==> src/rtl/imem_arbiter_pkg.sv <==
// Shared types and default constants for the instruction-memory arbiter.
package imem_arbiter_pkg;

    // IMem byte-address width and instruction/data word width.
    localparam int ADDR_WIDTH     = 32;
    localparam int DATA_WIDTH     = 32;

    // Max consecutive loader grants while a fetch is waiting.
    localparam int LOAD_BURST_MAX = 4;

    // Owner of the previous cycle's IMem access.
    typedef enum logic [1:0] {
        IDLE  = 2'd0,
        FETCH = 2'd1,
        LOAD  = 2'd2
    } imem_arb_state_e;

    // Bits needed to hold a count from 0 up to and including max_count.
    function automatic int burst_cnt_width(input int max_count);
        return (max_count < 1) ? 1 : $clog2(max_count + 1);
    endfunction

endpackage

==> src/rtl/imem_arbiter_if.sv <==
// Request/grant and IMem bus bundle between the fetch stage, the program
// loader and the arbiter. The arbiter takes the slave view; the requesters
// (and whatever observes the memory side) take the master view.
interface imem_arbiter_if
    import imem_arbiter_pkg::*;
#(
    parameter int ADDR_WIDTH = imem_arbiter_pkg::ADDR_WIDTH,
    parameter int DATA_WIDTH = imem_arbiter_pkg::DATA_WIDTH
);
    // Fetch side
    logic                  fetchReq;
    logic [ADDR_WIDTH-1:0] fetchAddr;
    logic                  fetchFlush;
    logic                  fetchGrant;
    logic                  fetchValid;
    logic                  fetchStall;

    // Loader side
    logic                  loadReq;
    logic [ADDR_WIDTH-1:0] loadAddr;
    logic [DATA_WIDTH-1:0] loadData;
    logic                  loadGrant;

    // IMem side
    logic                  memEn;
    logic                  memWe;
    logic [ADDR_WIDTH-1:0] memAddr;
    logic [DATA_WIDTH-1:0] memWdata;

    modport slave (
        input  fetchReq, fetchAddr, fetchFlush,
        input  loadReq, loadAddr, loadData,
        output fetchGrant, fetchValid, fetchStall,
        output loadGrant,
        output memEn, memWe, memAddr, memWdata
    );

    modport master (
        output fetchReq, fetchAddr, fetchFlush,
        output loadReq, loadAddr, loadData,
        input  fetchGrant, fetchValid, fetchStall,
        input  loadGrant,
        input  memEn, memWe, memAddr, memWdata
    );

endinterface

==> src/rtl/imem_arbiter_burst_counter.sv <==
// Saturating count of consecutive loader grants taken while fetch waits.
// Clear has priority over increment; sat flags that fetch must win next.
module imem_arbiter_burst_counter
    import imem_arbiter_pkg::*;
#(
    parameter int MAX_COUNT = LOAD_BURST_MAX
) (
    input  logic clk,
    input  logic rst,
    input  logic clr,
    input  logic inc,
    output logic sat
);
    localparam int                CW      = burst_cnt_width(MAX_COUNT);
    localparam logic [CW-1:0]     MAX_VAL = CW'(MAX_COUNT);

    logic [CW-1:0] count;

    // Count loader grants, holding at MAX_VAL until cleared.
    // NOTE: sequential state uses non-blocking assignments so every flop
    // samples the pre-edge values regardless of statement order.
    always_ff @(posedge clk or negedge rst) begin
        if (!rst) begin
            count <= '0;
        end else if (clr) begin
            count <= '0;
        end else if (inc && (count != MAX_VAL)) begin
            count <= count + 1'b1;
        end
    end

    assign sat = (count == MAX_VAL);

endmodule

==> src/rtl/imem_arbiter.sv <==
// Single-port IMem arbiter between the fetch stage (reads) and the program
// loader (writes). The loader normally wins, but after LOAD_BURST_MAX
// back-to-back loader grants against a waiting fetch, fetch gets one slot.
// The IMem read is synchronous, so read data for a fetch granted this cycle
// is valid next cycle; the FSM state (owner of the previous access) doubles
// as that registered fetch grant.
module imem_arbiter
    import imem_arbiter_pkg::*;
#(
    parameter int ADDR_WIDTH     = imem_arbiter_pkg::ADDR_WIDTH,
    parameter int DATA_WIDTH     = imem_arbiter_pkg::DATA_WIDTH,
    parameter int LOAD_BURST_MAX = imem_arbiter_pkg::LOAD_BURST_MAX
) (
    input  logic          clk,
    input  logic          rst,
    imem_arbiter_if.slave bus
);
    imem_arb_state_e       state;
    imem_arb_state_e       state_next;

    logic                  fetch_grant;
    logic                  load_grant;
    logic                  mem_we;
    logic [ADDR_WIDTH-1:0] mem_addr;
    logic [DATA_WIDTH-1:0] mem_wdata;
    logic                  burst_clr;
    logic                  burst_inc;
    logic                  burst_sat;

    imem_arbiter_burst_counter #(
        .MAX_COUNT (LOAD_BURST_MAX)
    ) u_burst (
        .clk (clk),
        .rst (rst),
        .clr (burst_clr),
        .inc (burst_inc),
        .sat (burst_sat)
    );

    // Record who owned this cycle's IMem access.
    always_ff @(posedge clk or negedge rst) begin
        if (!rst) begin
            state <= IDLE;
        end else begin
            state <= state_next;
        end
    end

    // Same-cycle grant decision, IMem drive and next owner.
    // NOTE: every output gets a default before any branch so no path leaves
    // a signal unassigned, which would otherwise infer a latch.
    always_comb begin
        state_next  = IDLE;
        fetch_grant = 1'b0;
        load_grant  = 1'b0;
        mem_we      = 1'b0;
        mem_addr    = '0;
        mem_wdata   = '0;
        burst_clr   = 1'b1;
        burst_inc   = 1'b0;

        if (rst) begin
            if (bus.loadReq && !(bus.fetchReq && burst_sat)) begin
                load_grant = 1'b1;
                mem_we     = 1'b1;
                mem_addr   = bus.loadAddr;
                mem_wdata  = bus.loadData;
                state_next = LOAD;
            end else if (bus.fetchReq) begin
                fetch_grant = 1'b1;
                mem_addr    = bus.fetchAddr;
                state_next  = FETCH;
            end
            // Only a loader grant against a waiting fetch extends the burst.
            burst_inc = load_grant && bus.fetchReq;
            burst_clr = fetch_grant || !bus.fetchReq;
        end
    end

    assign bus.fetchGrant = fetch_grant;
    assign bus.loadGrant  = load_grant;
    assign bus.memEn      = fetch_grant | load_grant;
    assign bus.memWe      = mem_we;
    assign bus.memAddr    = mem_addr;
    assign bus.memWdata   = mem_wdata;
    assign bus.fetchStall = bus.fetchReq & ~fetch_grant;

    // A flush kills the read returning this cycle (granted last cycle); a
    // fetch granted alongside the flush is the redirected one and survives.
    assign bus.fetchValid = (state == FETCH) & ~bus.fetchFlush;

endmodule

==> src/flat_wrapper.sv <==
// flat-port wrapper written by rule: the top's interface ports become plain ports
module imem_arbiter_flat import imem_arbiter_pkg::*;
#(
    parameter int ADDR_WIDTH     = imem_arbiter_pkg::ADDR_WIDTH,
    parameter int DATA_WIDTH     = imem_arbiter_pkg::DATA_WIDTH,
    parameter int LOAD_BURST_MAX = imem_arbiter_pkg::LOAD_BURST_MAX
)
  (clk, rst, bus_fetchReq, bus_fetchAddr, bus_fetchFlush, bus_loadReq, bus_loadAddr, bus_loadData, bus_fetchGrant, bus_fetchValid, bus_fetchStall, bus_loadGrant, bus_memEn, bus_memWe, bus_memAddr, bus_memWdata);
  imem_arbiter_if #(.ADDR_WIDTH(ADDR_WIDTH), .DATA_WIDTH(DATA_WIDTH)) bus_i ();
  input  logic clk;
  input  logic rst;
  input wire logic [$bits(bus_i.fetchReq)-1:0] bus_fetchReq;
  input wire logic [$bits(bus_i.fetchAddr)-1:0] bus_fetchAddr;
  input wire logic [$bits(bus_i.fetchFlush)-1:0] bus_fetchFlush;
  input wire logic [$bits(bus_i.loadReq)-1:0] bus_loadReq;
  input wire logic [$bits(bus_i.loadAddr)-1:0] bus_loadAddr;
  input wire logic [$bits(bus_i.loadData)-1:0] bus_loadData;
  output wire logic [$bits(bus_i.fetchGrant)-1:0] bus_fetchGrant;
  output wire logic [$bits(bus_i.fetchValid)-1:0] bus_fetchValid;
  output wire logic [$bits(bus_i.fetchStall)-1:0] bus_fetchStall;
  output wire logic [$bits(bus_i.loadGrant)-1:0] bus_loadGrant;
  output wire logic [$bits(bus_i.memEn)-1:0] bus_memEn;
  output wire logic [$bits(bus_i.memWe)-1:0] bus_memWe;
  output wire logic [$bits(bus_i.memAddr)-1:0] bus_memAddr;
  output wire logic [$bits(bus_i.memWdata)-1:0] bus_memWdata;
  assign bus_i.fetchReq = bus_fetchReq;
  assign bus_i.fetchAddr = bus_fetchAddr;
  assign bus_i.fetchFlush = bus_fetchFlush;
  assign bus_i.loadReq = bus_loadReq;
  assign bus_i.loadAddr = bus_loadAddr;
  assign bus_i.loadData = bus_loadData;
  assign bus_fetchGrant = bus_i.fetchGrant;
  assign bus_fetchValid = bus_i.fetchValid;
  assign bus_fetchStall = bus_i.fetchStall;
  assign bus_loadGrant = bus_i.loadGrant;
  assign bus_memEn = bus_i.memEn;
  assign bus_memWe = bus_i.memWe;
  assign bus_memAddr = bus_i.memAddr;
  assign bus_memWdata = bus_i.memWdata;
  imem_arbiter #(.ADDR_WIDTH(ADDR_WIDTH), .DATA_WIDTH(DATA_WIDTH), .LOAD_BURST_MAX(LOAD_BURST_MAX)) u_core (.clk(clk), .rst(rst), .bus(bus_i));
endmodule
==> config.mk <==
export PLATFORM = sky130hd
export DESIGN_NAME = imem_arbiter_flat
export DESIGN_NICKNAME = d
export VERILOG_FILES = /design/src/rtl/imem_arbiter_pkg.sv /design/src/rtl/imem_arbiter_if.sv /design/src/rtl/imem_arbiter_burst_counter.sv /design/src/rtl/imem_arbiter.sv /design/src/flat_wrapper.sv
export SDC_FILE = /design/constraint.sdc
export NUM_CORES = 1
export LEC_CHECK = 0
export ABC_CLOCK_PERIOD_IN_PS = 3330
export BUFFER_PORTS_ARGS = -buffer_cell sky130_fd_sc_hd__buf_2
export CAP_MARGIN = 15
export CORE_AREA = 2 2 65 67
export DETAILED_ROUTE_END_ITERATION = 10
export DIE_AREA = 0 0 67 69
export PLACE_DENSITY = 0.8
export SLEW_MARGIN = 10
export SYNTH_ARGS = -nofsm -noshare
export SYNTH_HDL_FRONTEND = slang
export SYNTH_SLANG_ARGS = --single-unit
==> constraint.sdc <==
create_clock -name clk -period 3.33 [get_ports clk]
set_input_delay 0.666 -clock clk [delete_from_list [all_inputs] [get_ports clk]]
set_output_delay 0.666 -clock clk [all_outputs]
set_load 0.1 [all_outputs]
After elaboration in Yosys (flattened, before gate mapping):

Cells that the tools add are included.

* equality and inequality tests: 3
* add/sub/neg operators: 1
* multiply operators: 0
* bitwise gates (word level): 5
* shift-type cells: 0
* reduce and logical (&&, ||, !) cells: 8
* div/mod/pow operators: 0
* $lt $le $gt $ge: 0
* muxes and demuxes: 20

Operators by type and width (number)
* 2-to-1 mux 32 bit: 5
* 2-to-1 mux 1 bit: 11
* 2-to-1 mux 3 bit: 2
* logical AND 1 bit: 4
* 2-to-1 mux 2 bit: 2
* adder 3 x 1 -> 3 bit (second input constant): 1
* equality test 3 bit (second input constant): 1
* inequality test 3 bit (second input constant): 1
* bitwise AND 1 bit: 2
* equality test 2 x 1 -> 1 bit (second input constant): 1
* zero test 1 bit: 2
* inverter 1 bit: 2
* nonzero test 2 bit: 1
* logical OR 1 bit: 1
* OR 1 bit: 1

* word-level logic and storage cells: 39
* latch bits: 0
* output and inout bits: 70
* memory bits (writable): 0
* flip-flop bits (word level): 5
* bits of input ports: 101
* memories: 0
* ROM bits: 0

Depth between registers and ports, before layout:

* depth after elaboration: 11
* mapped depth: 6
* gate-level depth less buffers: 4

By module:

From an unflattened synthesis, not the netlist that was laid out.

* cell total of the unflattened synthesis: 187
* area, all modules: 1467.7 µm²

Modules (own cells, without submodules)
* imem_arbiter: sequential area each 50.0 µm², cells an instance 169, times used 1, area each 1270.0 µm²
* imem_arbiter_burst_counter: sequential area each 75.1 µm², cells an instance 18, times used 1, area each 197.7 µm²

Worst setup path before layout:

No wires, ideal clock.

* path type: input -> output
* from: input bus_fetchFlush
* to: output bus_fetchValid
* buffers on the path: 0
* cell stages on the path: 1
* data arrival time: 2.854 ns
* slack: -0.190 ns
* cell sequence: nor3b_1

* longest elaborated chain between the ends: 2

Ends and longest elaborated chain
* start: declaration: RTL line flat_wrapper.sv:14 `input wire logic [$bits(bus_i.fetchFlush)-1:0] bus_fetchFlush;`
* inverter 1 bit: RTL line imem_arbiter.sv:90 `assign bus.fetchValid = (state == FETCH) & ~bus.fetchFlush;`
* bitwise AND 1 bit: RTL line imem_arbiter.sv:90
* end: declaration: RTL line flat_wrapper.sv:19 `output wire logic [$bits(bus_i.fetchValid)-1:0] bus_fetchValid;`

Every way passes these cells.

Worst setup path in the final report:

* from: register u_core.u_burst.count[0]
* to: output bus_memAddr[30]

* longest elaborated chain between the ends: 6

Ends and longest elaborated chain
* start: declaration: RTL line imem_arbiter_burst_counter.sv:17 `logic [CW-1:0] count;`
* start signal: assignment: RTL line imem_arbiter_burst_counter.sv:28 `count <= count + 1'b1;`
* equality test 3 bit: RTL line imem_arbiter_burst_counter.sv:32 `assign sat = (count == MAX_VAL);`
* logical AND 1 bit: RTL line imem_arbiter.sv:63 `if (bus.loadReq && !(bus.fetchReq && burst_sat)) begin`
* zero test 1 bit: RTL line imem_arbiter.sv:63
* logical AND 1 bit: RTL line imem_arbiter.sv:63
* 2-to-1 mux 32 bit: RTL line imem_arbiter.sv:63
* 2-to-1 mux 32 bit: RTL line imem_arbiter.sv:62 `if (rst) begin`
* end: declaration: RTL line flat_wrapper.sv:24 `output wire logic [$bits(bus_i.memAddr)-1:0] bus_memAddr;`

Every way passes these cells.

==> impl_results.md <==
* Outcome: finished, final reports clean
* Final setup violation count at 0
* CP cell instances: inv_1, ha_1, and3_1, o22ai_1, buf_2
* Port Buffers at 170
* Worst-margin pin slew at 1.12 ns
* CTS tree: built
* RSZ-0062 raised after global routing: no
* R2r setup slk at 1.64 ns
* Fin util at 0.650
* Clock sink count at 5
* Slowest cell on crit path: and3_1
* Die Height at 69 microns
* Initial antenna violation count at 0
* Ant diodes at 0
* CP max FO at 32
* Most common cell after layout, fill and taps aside: buf_2
* Post-CTS setup buffer count at 0
* Fin. Hold Viols at 0
* DRT Pass-1 Iters at 4
* TritonCTS buffer count at 3
* Period minus WS final at 3.09 ns
* CP Class: reg -> out
* GPL Wtd Cong at 0.734
* Hold WS at 0.456 ns
* Yosys top cell by area: nand3_1
* Io pins at 171
* Core Footprint at 3910 sq um
* Number of remaining DRC errors at 0
* Num rows at 23
* Slowest stage delay, CP at 0.94 ns
* Critical R2R Capture: u_core.state[1]
* Crit end category: output pin
* Max-Cap Viols at 0
* Clock buffer depth at 2
* Worst skew pair latency at 0.22 ns
* Sequential fraction of the synthesis area at 0.106
* Worst IR Drop VDD at 0.144 mV
* Synth top area share at 0.270
* Ratio of cells with drive above 1 in the final layout at 0.551
* WP data required at 2.66 ns
* Hold Crit Class: in -> async
* Final setup TNS at 0 ns
* Final HPWL DP at 4250 microns
* Post-route ant nets at 0
* Worst r2r src: u_core.u_burst.count[0]
* Global-route wire length before repair at 8320 microns
* Syn avg cell area at 6.55 sq um
* Commonest cells after routing, fill and taps aside: buf_2 (135), nand3_1 (64), buf_12 (36)
* Fill count at 306
* Number of global-route vias before repair at 1,745
* Slew Limit Fails at 0
* Area of the multi-input gates at 871 sq um
* Total Power at 0.746 mW
* Avg Vias per Cell at 5.24
* Power density cells at 293 nW/um^2
* Clk slew on worst S/H paths at 0.04 ns
* Fmax at 0.323 GHz
* Relative slew slack at 0.252
* Gr ovfl total at 0
* Critical Path Start Type: flop
* Register Area at 125 sq um
* Nets at 436
* Die area at 4620 sq um
* Area Overhead vs Synth at 115%
* Post-Syn Nets at 284
* Vias post-DR at 2,003
* Die X at 67 microns
* Cell area after layout at 2540 sq um
* First DRT Iteration DRCs at 86
* CP arrival at 2.43 ns
* Synth Register Bits at 5
* Leak at 1.38 nW
* Post-synthesis cell type count at 21
* Setup Skew at 0.000393 ns
* Routed len/inst at 14.5 microns
* Cell area after synthesis at 1180 sq um
* CTS H-Tree Depth at 1
* Tot GR Track Use at 0.224
* Cells after Synth at 181
* Post-cts sizing count at 0
* Post-CTS Hold Buffers at 0
* R2R depth at 4
* WL final at 5560 microns
* Placed Area at 2500 sq um
* YS warnings at 0
* Initial Util at 0.303
* CTS root buf: clkbuf_8
* Largest net degree at the start of global routing at 40
* Synth top area cells: nand3_1 (27%), and3_1 (17%), o22ai_1 (17%), dfrtp_1 (11%), buf_6 (5.7%)
* Final worst path period share at 0.929
[sequential cells by signal (all words and copies together), names as in the netlist]
name and count:
u_core.state 2, u_core.u_burst.count 3
[power breakdown]
group          switching (mW)  leakage (nW)  total [mW]  internal, mW
logic                   0.410          1.29       0.569         0.158
clock network          0.0313        0.0228       0.114        0.0823
registers            0.000940        0.0677      0.0637        0.0628
[critical path, delay by kind of cell, from the launching register on]
family,cells,cell delay (ns)
buf+inv,2,0.40
simple gates,1,0.94
compound gates,1,0.20
fa+ha+maj,1,0.26
flops,1,0.38
[cell type report]
type                            count  share of cell area
Clock buffer                        4              0.0177
Inverter                            2             0.00295
Multi-Input combinational cell    145               0.342
Sequential cell                     5              0.0492
Tap cell                           50              0.0246
Timing Repair Buffer              176               0.563
[layer usage]
metal / vias up / global-route usage / routed length, microns
met5: - / 0 / 0
met4: 0 / 0.0522 / 59
met3: 6 / 0.0277 / 563
met2: 128 / 0.404 / 2790
met1: 882 / 0.274 / 2150
li1: 987 / - / -
[through the flow]
step | setup slack [ns] | cells
after CTS | 0.212 | 382
after floorplan | 0.00575 | 181
final | 0.236 | 382
after global placement | 0.552 | 378
after global routing | 0.0477 | 382
after detailed placement | 0.443 | 378
[how the worst max path moves through the flow]
stage | slack (ns) | start | to | cells past startpoint
floorplan | 0.006 | bus_loadReq | bus_memAddr[10] | 4
global placement | 0.55 | u_core.u_burst.count[0] | bus_memAddr[30] | 5
detailed placement | 0.44 | bus_fetchReq | bus_memAddr[30] | 4
CTS | 0.21 | u_core.u_burst.count[0] | bus_memAddr[30] | 5
global route | 0.05 | u_core.u_burst.count[0] | bus_memAddr[30] | 5
finish | 0.24 | u_core.u_burst.count[0] | bus_memAddr[30] | 5
[cells in the mapped netlist (all sizes together)]
cell / number
nor2b: 1
buf: 22
clkbuf: 7
dfrtp: 5
inv: 2
nor3b: 3
ha: 2
nor2: 1
nand2: 1
and3: 33
o22ai: 32
and2: 2
nand3: 65
a21boi: 1
and4: 1
o21a: 2
o211a: 1
[kinds of logic after synthesis]
| kind of cell | Yosys count | synth area share |
|---|---|---|
| AOI/OAI and AO/OA | 36 | 0.206 |
| DFF | 5 | 0.106 |
| and+or+nand+nor | 107 | 0.504 |
| adders and majority gates | 2 | 0.0211 |
| buffers and inverters | 31 | 0.164 |
(Power assumes the default switching activity.)
